[config.mk]
export PLATFORM = sky130hd
export DESIGN_NAME = pipe_stage_reg_flat
export DESIGN_NICKNAME = d
export VERILOG_FILES = /design/src/rtl/pipe_pkg.sv /design/src/rtl/pipe_stage_reg_if.sv /design/src/rtl/pipe_skid_slot.sv /design/src/rtl/pipe_stage_reg.sv /design/src/flat_wrapper.sv
export SDC_FILE = /design/constraint.sdc
export NUM_CORES = 1
export LEC_CHECK = 0
export ABC_AREA = 1
export BUFFER_PORTS_ARGS = -buffer_cell sky130_fd_sc_hd__buf_2
export CAP_MARGIN = 10
export CORE_MARGIN = 2
export CORE_UTILIZATION = 55
export DETAILED_ROUTE_END_ITERATION = 8
export HOLD_SLACK_MARGIN = 0.15
export PLACE_DENSITY = 0.82
export SYNTH_ARGS = -nofsm -noshare
export SYNTH_HDL_FRONTEND = slang
export SYNTH_SLANG_ARGS = --single-unit
[constraint.sdc]
create_clock -name clk -period 3.35 [get_ports clk]
set_clock_uncertainty 0.2 [all_clocks]
set_input_delay 0.5025 -clock clk [delete_from_list [all_inputs] [get_ports clk]]
set_output_delay 0.5025 -clock clk [all_outputs]
set_load 0.005 [all_outputs]
[src/rtl/pipe_pkg.sv]
// Shared pipeline package for the RV32IM core.
// Holds the per-stage control-field layouts and their bubble values.
// A bubble is a control word that performs no memory access and no register write.
// Stage registers are built like this:
//   pipe_stage_reg #(.CTRL_W($bits(ex_mem_ctrl_t)), .CTRL_RST(EX_MEM_CTRL_BUBBLE))
// The package also holds the handshake helper used by pipe_stage_reg.
package pipe_pkg;

  localparam int unsigned DEF_DATA_W = 32;
  localparam int unsigned DEF_CTRL_W = 16;

  // EX/MEM control word (16 bits).
  // load_type 3'b111 and store_type 2'b11 are the "no access" codes.
  typedef struct packed {
    logic       reg_we;
    logic [2:0] load_type;
    logic [1:0] store_type;
    logic [4:0] rd;
    logic [4:0] alu_op;
  } ex_mem_ctrl_t;

  localparam ex_mem_ctrl_t EX_MEM_CTRL_BUBBLE = '{
    reg_we:     1'b0,
    load_type:  3'b111,
    store_type: 2'b11,
    rd:         5'd0,
    alu_op:     5'd0
  };

  // MEM/WB control word (8 bits).
  typedef struct packed {
    logic       reg_we;
    logic [4:0] rd;
    logic [1:0] wb_sel;
  } mem_wb_ctrl_t;

  localparam mem_wb_ctrl_t MEM_WB_CTRL_BUBBLE = '{
    reg_we: 1'b0,
    rd:     5'd0,
    wb_sel: 2'b00
  };

  // A transfer happens on an edge where both valid and ready are high.
  function automatic logic xfer(input logic valid, input logic ready);
    return valid & ready;
  endfunction

endpackage

[src/rtl/pipe_stage_reg_if.sv]
// Handshake bundle of one pipeline stage register (upstream side and downstream side).
//
// Handshake semantics:
// - An entry moves on a rising edge where valid & ready.
// - A producer that raises valid keeps valid, data and ctrl stable until the entry is taken.
// - ready may depend on the consumer's own state only. It never depends on the valid that it answers.
//
// Modports:
//   slave  - the stage register itself: it receives in_* and out_ready, and drives in_ready and out_*.
//   master - the surrounding pipeline/environment: it drives in_* and out_ready.
interface pipe_stage_reg_if #(
  parameter int unsigned DATA_W = 32,
  parameter int unsigned CTRL_W = 16
);
  logic              in_valid;
  logic              in_ready;
  logic [DATA_W-1:0] in_data;
  logic [CTRL_W-1:0] in_ctrl;
  logic              out_valid;
  logic              out_ready;
  logic [DATA_W-1:0] out_data;
  logic [CTRL_W-1:0] out_ctrl;

  modport slave (
    input  in_valid, in_data, in_ctrl, out_ready,
    output in_ready, out_valid, out_data, out_ctrl
  );

  modport master (
    output in_valid, in_data, in_ctrl, out_ready,
    input  in_ready, out_valid, out_data, out_ctrl
  );
endinterface

[src/rtl/pipe_skid_slot.sv]
// One valid+payload register slot.
// The stage register uses this slot for its main entry and for its skid entry.
//
// Ports:
//   clk, rst_n        - clock and synchronous active-low reset
//   clear             - empty the slot: ctrl returns to CTRL_RST and data holds its value
//   load              - capture d_data/d_ctrl and mark the slot valid (clear has priority)
//   d_data, d_ctrl    - payload to load
//   valid, q_*        - slot contents; q_ctrl equals CTRL_RST whenever valid is 0
module pipe_skid_slot #(
  parameter int unsigned DATA_W = 32,
  parameter int unsigned CTRL_W = 16,
  parameter logic [CTRL_W-1:0] CTRL_RST = '0
) (
  input  logic              clk,
  input  logic              rst_n,
  input  logic              clear,
  input  logic              load,
  input  logic [DATA_W-1:0] d_data,
  input  logic [CTRL_W-1:0] d_ctrl,
  output logic              valid,
  output logic [DATA_W-1:0] q_data,
  output logic [CTRL_W-1:0] q_ctrl
);

  always_ff @(posedge clk) begin
    if (!rst_n) begin
      valid  <= 1'b0;
      q_data <= '0;
      q_ctrl <= CTRL_RST;
    end else if (clear) begin
      valid  <= 1'b0;
      q_ctrl <= CTRL_RST;
    end else if (load) begin
      valid  <= 1'b1;
      q_data <= d_data;
      q_ctrl <= d_ctrl;
    end
  end

endmodule

[src/rtl/pipe_stage_reg.sv]
// Generic valid/ready pipeline stage register (IF/ID, ID/EX, EX/MEM, MEM/WB).
// The payload has a data field and a control field.
// The control field reads CTRL_RST whenever the stage presents no valid entry.
// This means a stalled or empty stage never issues stale memory or register writes.
//
// Parameters: DATA_W, CTRL_W, CTRL_RST (bubble control word), SKID, CNT_W.
//   SKID = 1: two-entry skid buffer. in_ready is a register output.
//   SKID = 0: single register. in_ready is combinational (!out_valid | out_ready).
//
// Ports:
//   clk, rst_n  - clock and synchronous active-low reset
//   flush       - squashes every held entry. An input offered in the same cycle is dropped.
//   bus         - pipe_stage_reg_if.slave (in_* upstream handshake, out_* downstream handshake)
//   perf_stall_cnt, perf_bubble_cnt - saturating counters. Present only when the macro
//                 PIPE_STAGE_PERF_EN is defined.
module pipe_stage_reg
  import pipe_pkg::*;
#(
  parameter int unsigned DATA_W = DEF_DATA_W,
  parameter int unsigned CTRL_W = DEF_CTRL_W,
  parameter logic [CTRL_W-1:0] CTRL_RST = '0,
  parameter int unsigned SKID = 1,
  parameter int unsigned CNT_W = 16
) (
  input  logic               clk,
  input  logic               rst_n,
  input  logic               flush,
`ifdef PIPE_STAGE_PERF_EN
  output logic [CNT_W-1:0]   perf_stall_cnt,
  output logic [CNT_W-1:0]   perf_bubble_cnt,
`endif
  pipe_stage_reg_if.slave    bus
);

  if (DATA_W < 1 || CTRL_W < 1 || CNT_W < 1) begin : g_bad_param
    $error("pipe_stage_reg: DATA_W, CTRL_W and CNT_W must be at least 1");
  end

  logic              main_valid;
  logic [DATA_W-1:0] main_data;
  logic [CTRL_W-1:0] main_ctrl;
  logic              main_load;
  logic              main_clear;
  logic [DATA_W-1:0] main_d_data;
  logic [CTRL_W-1:0] main_d_ctrl;
  logic              take;
  logic              emit;

  // The upstream handshake can complete during a flush. The entry is still discarded.
  assign take = xfer(bus.in_valid, bus.in_ready) & ~flush;
  assign emit = xfer(main_valid, bus.out_ready);

  if (SKID != 0) begin : g_skid
    logic              skid_valid;
    logic [DATA_W-1:0] skid_data;
    logic [CTRL_W-1:0] skid_ctrl;
    logic              skid_load;
    logic              skid_clear;
    logic              main_free;

    // The main register can take a new entry when it is empty or draining this cycle.
    assign main_free = ~main_valid | bus.out_ready;
    // Only the skid occupancy gates in_ready. No path exists from out_ready.
    assign bus.in_ready = ~skid_valid;

    always_comb begin
      main_load   = 1'b0;
      main_clear  = 1'b0;
      main_d_data = bus.in_data;
      main_d_ctrl = bus.in_ctrl;
      skid_load   = 1'b0;
      skid_clear  = 1'b0;
      if (flush) begin
        main_clear = 1'b0 | 1'b1;
        skid_clear = 1'b1;
      end else if (skid_valid) begin
        // in_ready is low in this cycle, so nothing is accepted. A draining main register refills from skid.
        main_d_data = skid_data;
        main_d_ctrl = skid_ctrl;
        main_load   = emit;
        skid_clear  = emit;
      end else begin
        main_load  = take & main_free;
        skid_load  = take & ~main_free;
        main_clear = emit & ~(take & main_free);
      end
    end

    pipe_skid_slot #(
      .DATA_W   (DATA_W),
      .CTRL_W   (CTRL_W),
      .CTRL_RST (CTRL_RST)
    ) u_skid (
      .clk    (clk),
      .rst_n  (rst_n),
      .clear  (skid_clear),
      .load   (skid_load),
      .d_data (bus.in_data),
      .d_ctrl (bus.in_ctrl),
      .valid  (skid_valid),
      .q_data (skid_data),
      .q_ctrl (skid_ctrl)
    );
  end else begin : g_noskid
    assign bus.in_ready = ~main_valid | bus.out_ready;

    always_comb begin
      main_d_data = bus.in_data;
      main_d_ctrl = bus.in_ctrl;
      main_load   = take;
      main_clear  = flush | (emit & ~take);
    end
  end

  pipe_skid_slot #(
    .DATA_W   (DATA_W),
    .CTRL_W   (CTRL_W),
    .CTRL_RST (CTRL_RST)
  ) u_main (
    .clk    (clk),
    .rst_n  (rst_n),
    .clear  (main_clear),
    .load   (main_load),
    .d_data (main_d_data),
    .d_ctrl (main_d_ctrl),
    .valid  (main_valid),
    .q_data (main_data),
    .q_ctrl (main_ctrl)
  );

  assign bus.out_valid = main_valid;
  assign bus.out_data  = main_data;
  assign bus.out_ctrl  = main_ctrl;

`ifdef PIPE_STAGE_PERF_EN
  // Flush does not clear these counters. Only reset clears them.
  always_ff @(posedge clk) begin
    if (!rst_n) begin
      perf_stall_cnt  <= '0;
      perf_bubble_cnt <= '0;
    end else begin
      if (main_valid && !bus.out_ready && !(&perf_stall_cnt)) begin
        perf_stall_cnt <= perf_stall_cnt + CNT_W'(1);
      end
      if (!main_valid && !(&perf_bubble_cnt)) begin
        perf_bubble_cnt <= perf_bubble_cnt + CNT_W'(1);
      end
    end
  end
`endif

endmodule

[src/flat_wrapper.sv]
// flat-port wrapper written by rule: the top's interface ports become plain ports
module pipe_stage_reg_flat import pipe_pkg::*;
#(
  parameter int unsigned DATA_W = DEF_DATA_W,
  parameter int unsigned CTRL_W = DEF_CTRL_W,
  parameter logic [CTRL_W-1:0] CTRL_RST = '0,
  parameter int unsigned SKID = 1,
  parameter int unsigned CNT_W = 16
)
  (clk, rst_n, flush, bus_in_valid, bus_in_data, bus_in_ctrl, bus_out_ready, bus_in_ready, bus_out_valid, bus_out_data, bus_out_ctrl);
  pipe_stage_reg_if #(.DATA_W(DATA_W), .CTRL_W(CTRL_W)) bus_i ();
  input  logic clk;
  input  logic rst_n;
  input  logic flush;
  input wire logic [$bits(bus_i.in_valid)-1:0] bus_in_valid;
  input wire logic [$bits(bus_i.in_data)-1:0] bus_in_data;
  input wire logic [$bits(bus_i.in_ctrl)-1:0] bus_in_ctrl;
  input wire logic [$bits(bus_i.out_ready)-1:0] bus_out_ready;
  output wire logic [$bits(bus_i.in_ready)-1:0] bus_in_ready;
  output wire logic [$bits(bus_i.out_valid)-1:0] bus_out_valid;
  output wire logic [$bits(bus_i.out_data)-1:0] bus_out_data;
  output wire logic [$bits(bus_i.out_ctrl)-1:0] bus_out_ctrl;
  assign bus_i.in_valid = bus_in_valid;
  assign bus_i.in_data = bus_in_data;
  assign bus_i.in_ctrl = bus_in_ctrl;
  assign bus_i.out_ready = bus_out_ready;
  assign bus_in_ready = bus_i.in_ready;
  assign bus_out_valid = bus_i.out_valid;
  assign bus_out_data = bus_i.out_data;
  assign bus_out_ctrl = bus_i.out_ctrl;
  pipe_stage_reg #(.DATA_W(DATA_W), .CTRL_W(CTRL_W), .CTRL_RST(CTRL_RST), .SKID(SKID), .CNT_W(CNT_W)) u_core (.clk(clk), .rst_n(rst_n), .flush(flush), .bus(bus_i));
endmodule
==> results list, run 1 <==
- Hold repair after CTS inserted 0 buffers.
* Worst r2r dst: u_core.u_main.q_data[0]$_SDFFE_PN0P_
- The H-tree was split into 3 levels.
- The core region is 0.00830 mm2.
- In the synthesized netlist the dominant register cell turns out to be dfxtp_1.
- TritonCTS built the clock tree.
- The share of total power dissipated in the clock network is 37.5%.
- Relative to the synthesized area, the layout overhead comes to 12.1%.
* Total negative setup slack: 0 ns
- Initial cell density of the core: 57.2%
- Shortest period the worst path allows: 2.56 ns
* Clock network latency to the later pin of the worst-skew pair: 0.36 ns
* Via count: 4483
* Number of hold-slack violations in the final timing report: 0
* Die outline area: 0.00939 mm2
* Clock Root Buffer: clkbuf_8
- Final global-route overflow total: 0
* Category of the worst setup path launch point: flip-flop
* Y dimension of the die: 96.9 um
* TritonCTS sink count: 98
- First-pass GRT wire length: 18.3 mm
- Number of port buffers: 102
- Number of antenna violations at the first check in global routing: 0
- Mapped Area: 0.00475 mm2
* Capture point of the worst path: u_core.u_main.q_data[0]$_SDFFE_PN0P_
- Post-CTS Setup Repair Bufs: 0
- For this run, the detailed router's first-pass iteration total came to 5.
* Total number of cells along the worst setup path: 8
- The finished cells cover 0.00532 mm2.
* Top area cells in the synthesized netlist: dfxtp_1 (41%), nand2_1 (12%), nor2_1 (11%), nand3_1 (11%), o21ai_0 (5.1%)
- Post-synthesis area per instance: 6.73 um2
* Hold WC Path Type: primary input to flip-flop
- By instance count, the cell type seen most on the critical path is nand2_1.
* Final routed DRC violation total: 0
* Crit Reg-Reg Startpoint: u_core.g_skid.u_skid.valid$_SDFFE_PP0P_
- STA classifies the critical path endpoint as a flip-flop.
- Static Leak: 2.59 nW
- Sequential cells burn 51.5% of the power.
* VDD IR max: 215 uV
- Power density over cell area: 441 mW/mm2
- Library cell with the largest summed area after synthesis: dfxtp_1
- Yosys mapped a number of flops with a built-in enable equal to 0.
* Detailed placement HPWL: 7.01 mm
- Data arrives at the worst endpoint at 2.61 ns.
- Counting distinct cell types in the post-synthesis netlist gives 21.
* Top-area cell type share of the netlist area: 41.3%
- The flow ran to the end, and the final reports show no timing, DRC or antenna violations.
- The number of max-slew violations in the final report came to 0.
- Setup slack on the worst reg-to-reg path comes out at 0.79 ns.
- At the pin with the least slew margin, the transition time is 1.08 ns.
- Biggest cell delay along the critical path: 0.60 ns
- Chain of cells forming the critical path: buf_4 -> nand2_2 -> nand2_1 -> nand2_1 -> inv_1 -> nand3_1 -> nand2_1 -> nor2_1
- Commonest cells in the netlist: nand2_1 (147), nor2_1 (145), nand3_1 (100), dfxtp_1 (98), inv_1 (51)
* Clock tree buffer depth: 2
- The number of gates resized after CTS was 0.
* Count of endpoints failing setup in the final report: 0
- Antenna diode instance count: 0
- The filler cells instantiated in the layout total 791.
- Share of cells above drive strength 1: 20.1%
* Clock-pin transition on the worst setup and hold timing paths: 0.09 ns
- Global routing consumed, over all layers together, 22.9% of the routing resources.
- In this run the worst setup path begins at u_core.g_skid.u_skid.valid$_SDFFE_PP0P_.
- Wires add up to 10.9 mm.
- Of all nets on the critical path, the largest fanout is 48.
- Initial drt markers: 304
- The analysis attributes to net switching a power of 0.000576 W.
- 103 I/O pins were placed.
* Count of standard-cell rows: 33
- Buffers & Inverters on Critical Path: 2
- Summing all placed instances gives a cell area of 0.00508 mm2.
- Entering global routing, the biggest net connects 98 pins.
- Flops & latches, synth: 98
* Internal Power: 0.00177 W
- Sequential area share after synthesis: 41.3%
- The critical path is of the flip-flop to flip-flop type.
- From left edge to right edge, the die measures 96.9 um.
* Via count of the first global-routing pass: 3977
* R2R cell count: 8
* Unrepaired setup endpoints after global routing: false
* Count leader, synth: nand2_1
- The slowest stage of the critical path is the nand2_2 cell.
- Total Nets Final: 821
* Total nets after synthesis: 758
- Tightest slew margin relative to the limit: 27.8%
* Combinational power share: 11.1%
* Count of yosys warnings during synthesis: 0
- Gate Count Post-Synth: 705
- At the end of routability-driven placement, the weighted congestion stood at 0.823.
- Of the total power, the share spent switching nets is 24.5%.
- MaxCap Viol Count: 0
- Proportion of synthesized flip-flops having asynchronous set or reset: 0%
- Setup ws final: 0.793 ns
- Final standard cell utilization of the core: 64.1%
- OpenSTA, run right after detailed placement, puts the worst setup slack at 0.833 ns.
- Inserted Clock Buffers: 9
* Period Utilization, post-route: 76.3%
- DR WL/cell: 12.4 um
* Data required time at the worst endpoint: 3.40 ns
* F_max: 391 MHz
- The kind of cell with the highest combined delay along the critical path is simple AND/OR/NAND/NOR gates.
- Once detail routing completed, the nets flagged for antenna violations numbered 0.
- In the routed layout, each cell is associated on average with a via count of 5.11.
logic make-up after synthesis:
group	Yosys count	synth area share (%)
DFF	98	41.3
and+or+nand+nor	397	34.8
buffers and inverters	112	11.9
AOI/OAI and AO/OA	98	11.9
registers in the layout, summed over array words and instances, names as in the netlist:
register and count:
u_core.g_skid.u_skid.q_data 32, u_core.g_skid.u_skid.valid 1, u_core.u_main.q_data 32, u_core.g_skid.u_skid.q_ctrl 16, u_core.u_main.valid 1, u_core.u_main.q_ctrl 16
worst register-to-register path: stages (launching register included):
cell and delay [ns]:
dfxtp_2 0.56, buf_4 0.44, nand2_2 0.61, nand2_1 0.28, nand2_1 0.08, inv_1 0.06, nand3_1 0.07, nand2_1 0.11
nor2_1 0.04
layout by cell type (no fill, tap or decap):
master      netlist  routed
nand2_1         147     147
nor2_1          145     145
buf_2            19     102
nand3_1         100     100
dfxtp_1          98      97
inv_1            51      51
o21ai_0          48      48
a21oi_1          30      30
a21oi_2          20      20
clkbuf_8          0      12
buf_4             9       6
inv_2             4       3
inv_4             1       2
nand2_2           2       2
bufinv_16         0       2
nor2_4            1       1
nand2_4           1       1
nand4_4           1       1
clkinvlp_4        0       1
clkinv_2          0       1
dfxtp_2           0       1
cell type report:
type / count / area (um2) / share of cell area [%]
clock buffer: 12 / 165 / 3.10
inverter: 56 / 215 / 4.04
timing repair buffer: 108 / 556 / 10.4
multi-input combinational: 495 / 2220 / 41.7
clock inverter: 4 / 72.6 / 1.36
tap: 105 / 131 / 2.47
sequential: 98 / 1960 / 36.9
routing by layer:
metal | vias to the layer above | track usage (%) | part of all wire, %
li1 | 2350 | - | -
met1 | 2010 | 31.6 | 47
met2 | 111 | 36.8 | 47
met3 | 12 | 3.90 | 4.8
met4 | 0 | 6.61 | 1.2
met5 | - | 0 | 0
through the flow:
stage	hold WS [ns]	cells	total power, W
global route	0.209	878	0.00246
floorplan	0.256	705	0.00141
CTS	0.204	878	0.00236
finish	0.216	878	0.00235
global placement	0.255	862	0.00149
detailed placement	0.266	862	0.00150
worst min path at each step:
stage	startpoint	end	slack, ns	depth (start not counted)
after floorplan	u_core.g_skid.u_skid.q_ctrl[10]$_SDFFE_PP0P_	u_core.g_skid.u_skid.q_ctrl[10]$_SDFFE_PP0P_	0.26	2
after global placement	u_core.u_main.q_ctrl[11]$_SDFFE_PP0P_	u_core.u_main.q_ctrl[11]$_SDFFE_PP0P_	0.25	2
after detailed placement	u_core.u_main.q_data[11]$_SDFFE_PN0P_	u_core.u_main.q_data[11]$_SDFFE_PN0P_	0.27	2
after CTS	bus_in_data[21]	u_core.g_skid.u_skid.q_data[21]$_SDFFE_PN0P_	0.20	3
after global routing	bus_in_data[21]	u_core.g_skid.u_skid.q_data[21]$_SDFFE_PN0P_	0.21	3
final	bus_in_ctrl[3]	u_core.g_skid.u_skid.q_ctrl[3]$_SDFFE_PP0P_	0.22	3
power by group through the flow:
stage / combinational (W) / sequential (W) / clock (W)
floorplan: 0.000178 / 0.00124 / 0
global placement: 0.000255 / 0.00123 / 0
detailed placement: 0.000260 / 0.00124 / 0
CTS: 0.000260 / 0.00121 / 0.000893
global route: 0.000295 / 0.00121 / 0.000948
finish: 0.000260 / 0.00121 / 0.000881
No activity file was read; power rests on OpenSTA's default activity.
==> inputs of run 2 (changes only) <==
- CORE_UTILIZATION: 55 -> 54
- PLACE_DENSITY: 0.82 -> 0.8
- clock period: 3.35 -> 2.6 ns (I/O delays scaled with it)
==> run 2 against run 1 <==
Combinational power rose by 55%. Cell count rose by 6.3%. Non-clock buffer count rose by 52. First-iteration DRC count fell by 11%. Sequential cell count did not move. Sequential power rose by 29%.
==> results list, run 2 (synthesis results as in run 1) <==
- Initial drt markers: 271
* Unrepaired setup endpoints after global routing: false
- 103 I/O pins were placed.
- The routed layout has 4756 vias.
- Syn-to-layout area delta: 22.6%
- Area of the core region: 0.00864 mm2
- Sequential fraction of design power: 54.5%
* First-pass GRT wire length: 18.9 mm
* Inserted Clock Buffers: 9
* Category of the worst setup path launch point: flip-flop
* Number of cells in the design after placement: 868
* Clock tree from TritonCTS: yes
- Final routed DRC violation total: 0
- Data required time at the worst endpoint: 2.66 ns
- Cells with a size suffix above 1 make up 19.2% of the layout.
- Combinational power share: 14.2%
- The initial utilization of the core area, before any placement, comes to 55.0%.
* GRT Overall Usage: 23.8%
- From bottom edge to top edge, the die measures 97.7 um.
* Critical path fanouts, max: 22
- GPL Wtd Cong: 0.871
- The worst hold path belongs to the class flip-flop to flip-flop.
* VDD IR max: 343 uV
- Total Nets Final: 873
- Fillcell total: 743
* Shortest period the worst path allows: 2.07 ns
- Tightest slew margin relative to the limit: 59.9%
- The run finished with clean final reports.
- Transition at the pin with the smallest max-transition slack: 0.601 ns
* Period Utilization, post-route: 79.6%
* Start point of the critical path: u_core.g_skid.u_skid.valid$_SDFFE_PP0P_
* Leading registers by flop count: u_core.g_skid.u_skid.q_data: 32 flops, u_core.u_main.q_data: 32 flops
- Most common cell after layout, fill and taps aside: nand2_1
- The number of global-route vias before repair came to 4110.
* TritonCTS sink count: 98
* Startpoint of the tightest hold check path: u_core.u_main.q_ctrl[9]$_SDFFE_PP0P_
- Number of vias per cell: 5.10
- Number of max-slew violations in the final report: 0
* Post-cts gate resize count: 0
- In this run the remaining antenna-violating nets after routing total 0.
* Count of standard-cell rows: 34
- The number of hold violations in the final report is 0.
- Count of endpoints failing setup in the final report: 0
- Excluding fillers, the count of instances in the completed layout stands at 933.
- Die outline area: 0.00955 mm2
* Largest net degree at the start of global routing: 99
- Clock tree synthesis selected as its root buffer the cell clkbuf_8.
- The total overflow left after global routing is 0.
- Dividing the detail-routed wire length by the instance count gives 12.5 um.
- Critical path capture point type: flip-flop
- Post-CTS timing repair inserted 0 buffers for setup.
- Start-to-end type of the worst setup path: flip-flop to flip-flop
* Total chip power: 0.00285 W
* Power density over cell area: 490 mW/mm2
- For this run, the top clock speed supported by timing is 483 MHz.
* Antenna diode instance count: 0
- Number of port buffers: 102
- The die is 97.7 um wide.
* MaxCap Viol Count: 0
- Switching power: 0.000762 W
* Crit Reg-Reg Startpoint: u_core.g_skid.u_skid.valid$_SDFFE_PP0P_
- CTS built an H-tree with a depth of 3.
* Static Leak: 2.78 nW
* Commonest cells after routing, fill and taps aside: nand2_1 (147), nor2_1 (145), buf_2 (102)
- Number of optimization iterations in the first detailed-route pass: 6
* Arrival time reported for the critical path endpoint: 2.13 ns
* Detailed placement HPWL: 7.03 mm
- Clock network latency to the later pin of the worst-skew pair: 0.36 ns
- Summed over all failing endpoints, the final setup total negative slack is 0 ns.
- Final standard cell utilization of the core: 67.4%
* Clock tree buffer depth: 2
- The share of total power dissipated in the clock network is 31.3%.
* Internal Power: 0.00209 W
- Number of antenna violations at the first check in global routing: 0
- Clock-pin transition on the worst setup and hold timing paths: 0.10 ns
* Switching power as a share of total power: 26.7%
* Wire length reported by the detailed router: 11.7 mm
-- run 2: worst paths after layout --
path,to,slack (ns),cells past startpoint
setup reg to reg,u_core.u_main.q_ctrl[4]$_SDFFE_PP0P_,0.53,8
setup / recovery,u_core.u_main.q_ctrl[4]$_SDFFE_PP0P_,0.53,8
hold reg to reg,u_core.u_main.q_ctrl[9]$_SDFFE_PP0P_,0.28,2
hold / removal,u_core.u_main.q_ctrl[9]$_SDFFE_PP0P_,0.28,2
-- run 2: what timing repair did --
action | CTS | global route
hold endpoints to repair | 49 | 0
setup endpoints to repair | 0 | 0
hold buffers | 49 | 0
-- run 2: stage by stage --
step,instance area [um2],worst slack [ns],hold WS [ns]
6_report,5820,0.530,0.281
4_1_cts,5820,0.531,0.275
5_1_grt,5820,0.379,0.293
2_1_floorplan,4750,1.14,0.256
3_5_place_dp,5150,0.432,0.263
3_3_place_gp,5150,0.543,0.256
-- run 2: critical path: stages (launching register included) --
cell	delay, ns
dfxtp_2	0.63
nand2_2	0.40
buf_4	0.33
nand2_1	0.07
nand2_1	0.05
inv_1	0.07
nand3_1	0.07
nand2_1	0.10
nor2_1	0.05
-- run 2: power groups by stage --
stage	logic [W]	registers, W	clock network [W]
4_1_cts	0.000399	0.00156	0.000915
5_1_grt	0.000452	0.00156	0.000969
3_3_place_gp	0.000333	0.00159	0
6_report	0.000404	0.00156	0.000892
3_5_place_dp	0.000341	0.00159	0
2_1_floorplan	0.000229	0.00159	0
-- run 2: layer usage --
metal | up-vias | share of wire, % | track usage [%]
met4 | 0 | 3.0 | 10.7
met5 | - | 0 | 0
met1 | 2072 | 43 | 31.7
li1 | 2447 | - | -
met2 | 204 | 48 | 38.5
met3 | 33 | 6.5 | 3.72
-- run 2: final cells by class --
type / count / area, um2 / share of cell area (%)
flip-flops and latches: 98 / 1960 / 33.7
inverters: 56 / 215 / 3.70
clock inverters: 6 / 41.3 / 0.710
clock buffers: 10 / 138 / 2.37
repair buffers: 160 / 1110 / 19.0
well taps: 108 / 135 / 2.32
multi-input cells: 495 / 2220 / 38.1
==> inputs of run 3 (changes only) <==
- clock period: 2.6 -> 1.93 ns (I/O delays scaled with it)
==> run 3 against run 2 <==
Combinational power up 39%. Maximum frequency is 23% higher. Sequential power rose by 35%. Routed wire length up 1.9%. Sequential share of layout area is 0.47 points lower. Die area stayed put. Power increased by 40%. Via count increased by 2.0%. Clock power grew 51%. Critical path type unchanged. Critical endpoint is now u_core.u_main.q_data[16]$_SDFFE_PN0P_. Largest cell class unchanged.
==> results list, run 3 (synthesis results as in run 1) <==
- The count of buffers added on input and output ports is 102.
- Critical path fanouts, max: 48
- For the finished layout, the period the worst path requires is 1.68 ns.
- Wire length reported by the detailed router: 11.9 mm
- Counting the buffers created by CTS gives 9.
- The path class of the tightest hold or removal check is primary input to flip-flop.
* Clock Root Buffer: clkbuf_8
- Final global-route overflow total: 0
* Data required time at the worst endpoint: 1.99 ns
- The number of antenna violations at the first check in global routing was 1.
- F_max: 594 MHz
* First-pass GRT wire length: 19.9 mm
- Most common cell after layout, fill and taps aside: nand2_1
* GRT Overall Usage: 24.8%
* Critical path capture point type: flip-flop
- Static Leak: 2.83 nW
- Before CTS, the worst setup slack after placement is 0.141 ns.
- Number of optimization iterations in the first detailed-route pass: 5
* Clock tree from TritonCTS: yes
* Fillcell total: 772
* MaxCap Viol Count: 0
* Final hold slack: 0.176 ns
- Largest net degree at the start of global routing: 84
* Result of the run: complete, no violations
* Leading registers by flop count: u_core.g_skid.u_skid.q_data: 32 flops, u_core.u_main.q_data: 32 flops
- GPL Wtd Cong: 0.838
- The floorplan has 34 rows.
- The top cell types in the final layout, fill and taps aside, are nand2_1 (147), nor2_1 (145), buf_2 (102).
* Count of endpoints failing setup in the final report: 0
- Unrepaired setup endpoints after global routing: false
- Clock-pin transition on the worst setup and hold timing paths: 0.09 ns
* Arrival time reported for the critical path endpoint: 1.75 ns
- The tree built by TritonCTS fans out to 98 sinks.
- Setup ws final: 0.247 ns
- Summed over all nets, the half-perimeter wirelength after detailed placement is 7.32 mm.
- The clock passes through at most 2 buffers.
- Share of cells above drive strength 1: 19.5%
- DR WL/cell: 12.7 um
- Final routed DRC violation total: 0
- Once the floorplan was initialized, standard cells occupied 55.0% of the core.
- Hold Crit Depth: 5
- The number of global-route vias before repair was 4330.
- Number of hold-slack violations in the final timing report: 0
- Transition at the pin with the smallest max-transition slack: 0.529 ns
- After the first detailed-routing iteration, the DRC count stood at 328.
- Die outline area: 0.00955 mm2
- CTS built an H-tree with a depth of 3.
- For the worst-skew pair, the clock arrives at the later sink with an insertion delay of 0.36 ns.
* VDD IR max: 401 uV
- Power density over cell area: 679 mW/mm2
* Total Nets Final: 877
- For the worst flop-to-flop path, the logic depth is 8.
- Period Utilization, post-route: 87.2%
- Summing over every cut layer, the via total after detailed routing is 4853.
- STA classifies the critical path startpoint as a flip-flop.
* Post-CTS Setup Repair Bufs: 0
* Total negative setup slack: 0 ns
- Number of max-slew violations in the final report: 0
- Measured against its own limit, the worst slew margin works out to 64.7%.
* Area of the core region: 0.00864 mm2
- Number of I/O pins: 103
- Die Width: 97.7 um
- In this run the vertical extent of the chip is 97.7 um.
- Post-cts gate resize count: 0
* Number of vias per cell: 5.17
- In this run the remaining antenna-violating nets after routing total 0.
- The setup path with the least slack is of type flip-flop to flip-flop.
- From synthesis to final layout, the design area changed by 24.3%.
==> run 3: cell types whose count changed in the layout (fill, tap and decap cells not counted) <==
cell / before / now
buf_12: 3 / 5
clkinv_4: 0 / 1
bufinv_16: 0 / 1
diode_2: 0 / 1
buf_4: 6 / 8
clkinvlp_4: 3 / 1
==> run 3: final cells by class <==
type,instances,area [um2],share of cell area (%)
clock buffer,10,138,2.33
clock inverter,6,65.1,1.10
antenna,1,2.50,0.0424
tap,108,135,2.29
inverter,56,215,3.65
multi-input combinational,495,2220,37.6
timing repair buffer,164,1160,19.7
sequential,98,1960,33.3
==> run 3: report_power, final <==
part | switching (W) | internal, W
logic | 0.000304 | 0.000257
clock network | 0.000713 | 0.000637
registers | 0.0000275 | 0.00207
total | 0.00104 | 0.00296
==> run 3: stage by stage <==
step	cells	utilization [%]	total power (W)	instance area, um2
after CTS	937	68.3	0.00401	5900
final	938	68.3	0.00401	5900
after detailed placement	872	60.2	0.00262	5200
after floorplan	705	-	0.00245	4750
after global routing	938	68.3	0.00417	5900
after global placement	872	60.2	0.00261	5200
==> run 3: timing repair <==
item / 4_1_cts / 5_1_grt
hold buffers: 49 / 0
endpoints found under the setup margin: 0 / 0
hold endpoints to repair: 50 / 0
==> run 3: final timing paths <==
path                                            to  slack [ns]                                 start
min               u_core.u_main.valid$_SDFFE_PP0P_        0.18                          bus_in_valid
max reg2reg  u_core.u_main.q_data[16]$_SDFFE_PN0P_        0.25      u_core.u_main.valid$_SDFFE_PP0P_
max          u_core.u_main.q_data[16]$_SDFFE_PN0P_        0.25      u_core.u_main.valid$_SDFFE_PP0P_
min reg2reg   u_core.u_main.q_data[2]$_SDFFE_PN0P_        0.28  u_core.u_main.q_data[2]$_SDFFE_PN0P_
==> run 3: worst max-delay path, cell delays in order (launching register included) <==
cell     delay, ns
dfxtp_1       0.45
nand2_1       0.10
inv_2         0.07
nand2_2       0.06
nand2_4       0.18
buf_12        0.24
nand3_1       0.14
nand2_1       0.09
nor2_1        0.04
==> run 3: metal layers <==
| metal | part of all wire [%] | GRT usage, % | vias to the layer above |
|---|---|---|---|
| met4 | 3.1 | 10.4 | 0 |
| met3 | 5.4 | 3.51 | 41 |
| met5 | 0 | 0 | - |
| met2 | 47 | 39.7 | 174 |
| met1 | 44 | 33.7 | 2182 |
| li1 | - | - | 2456 |
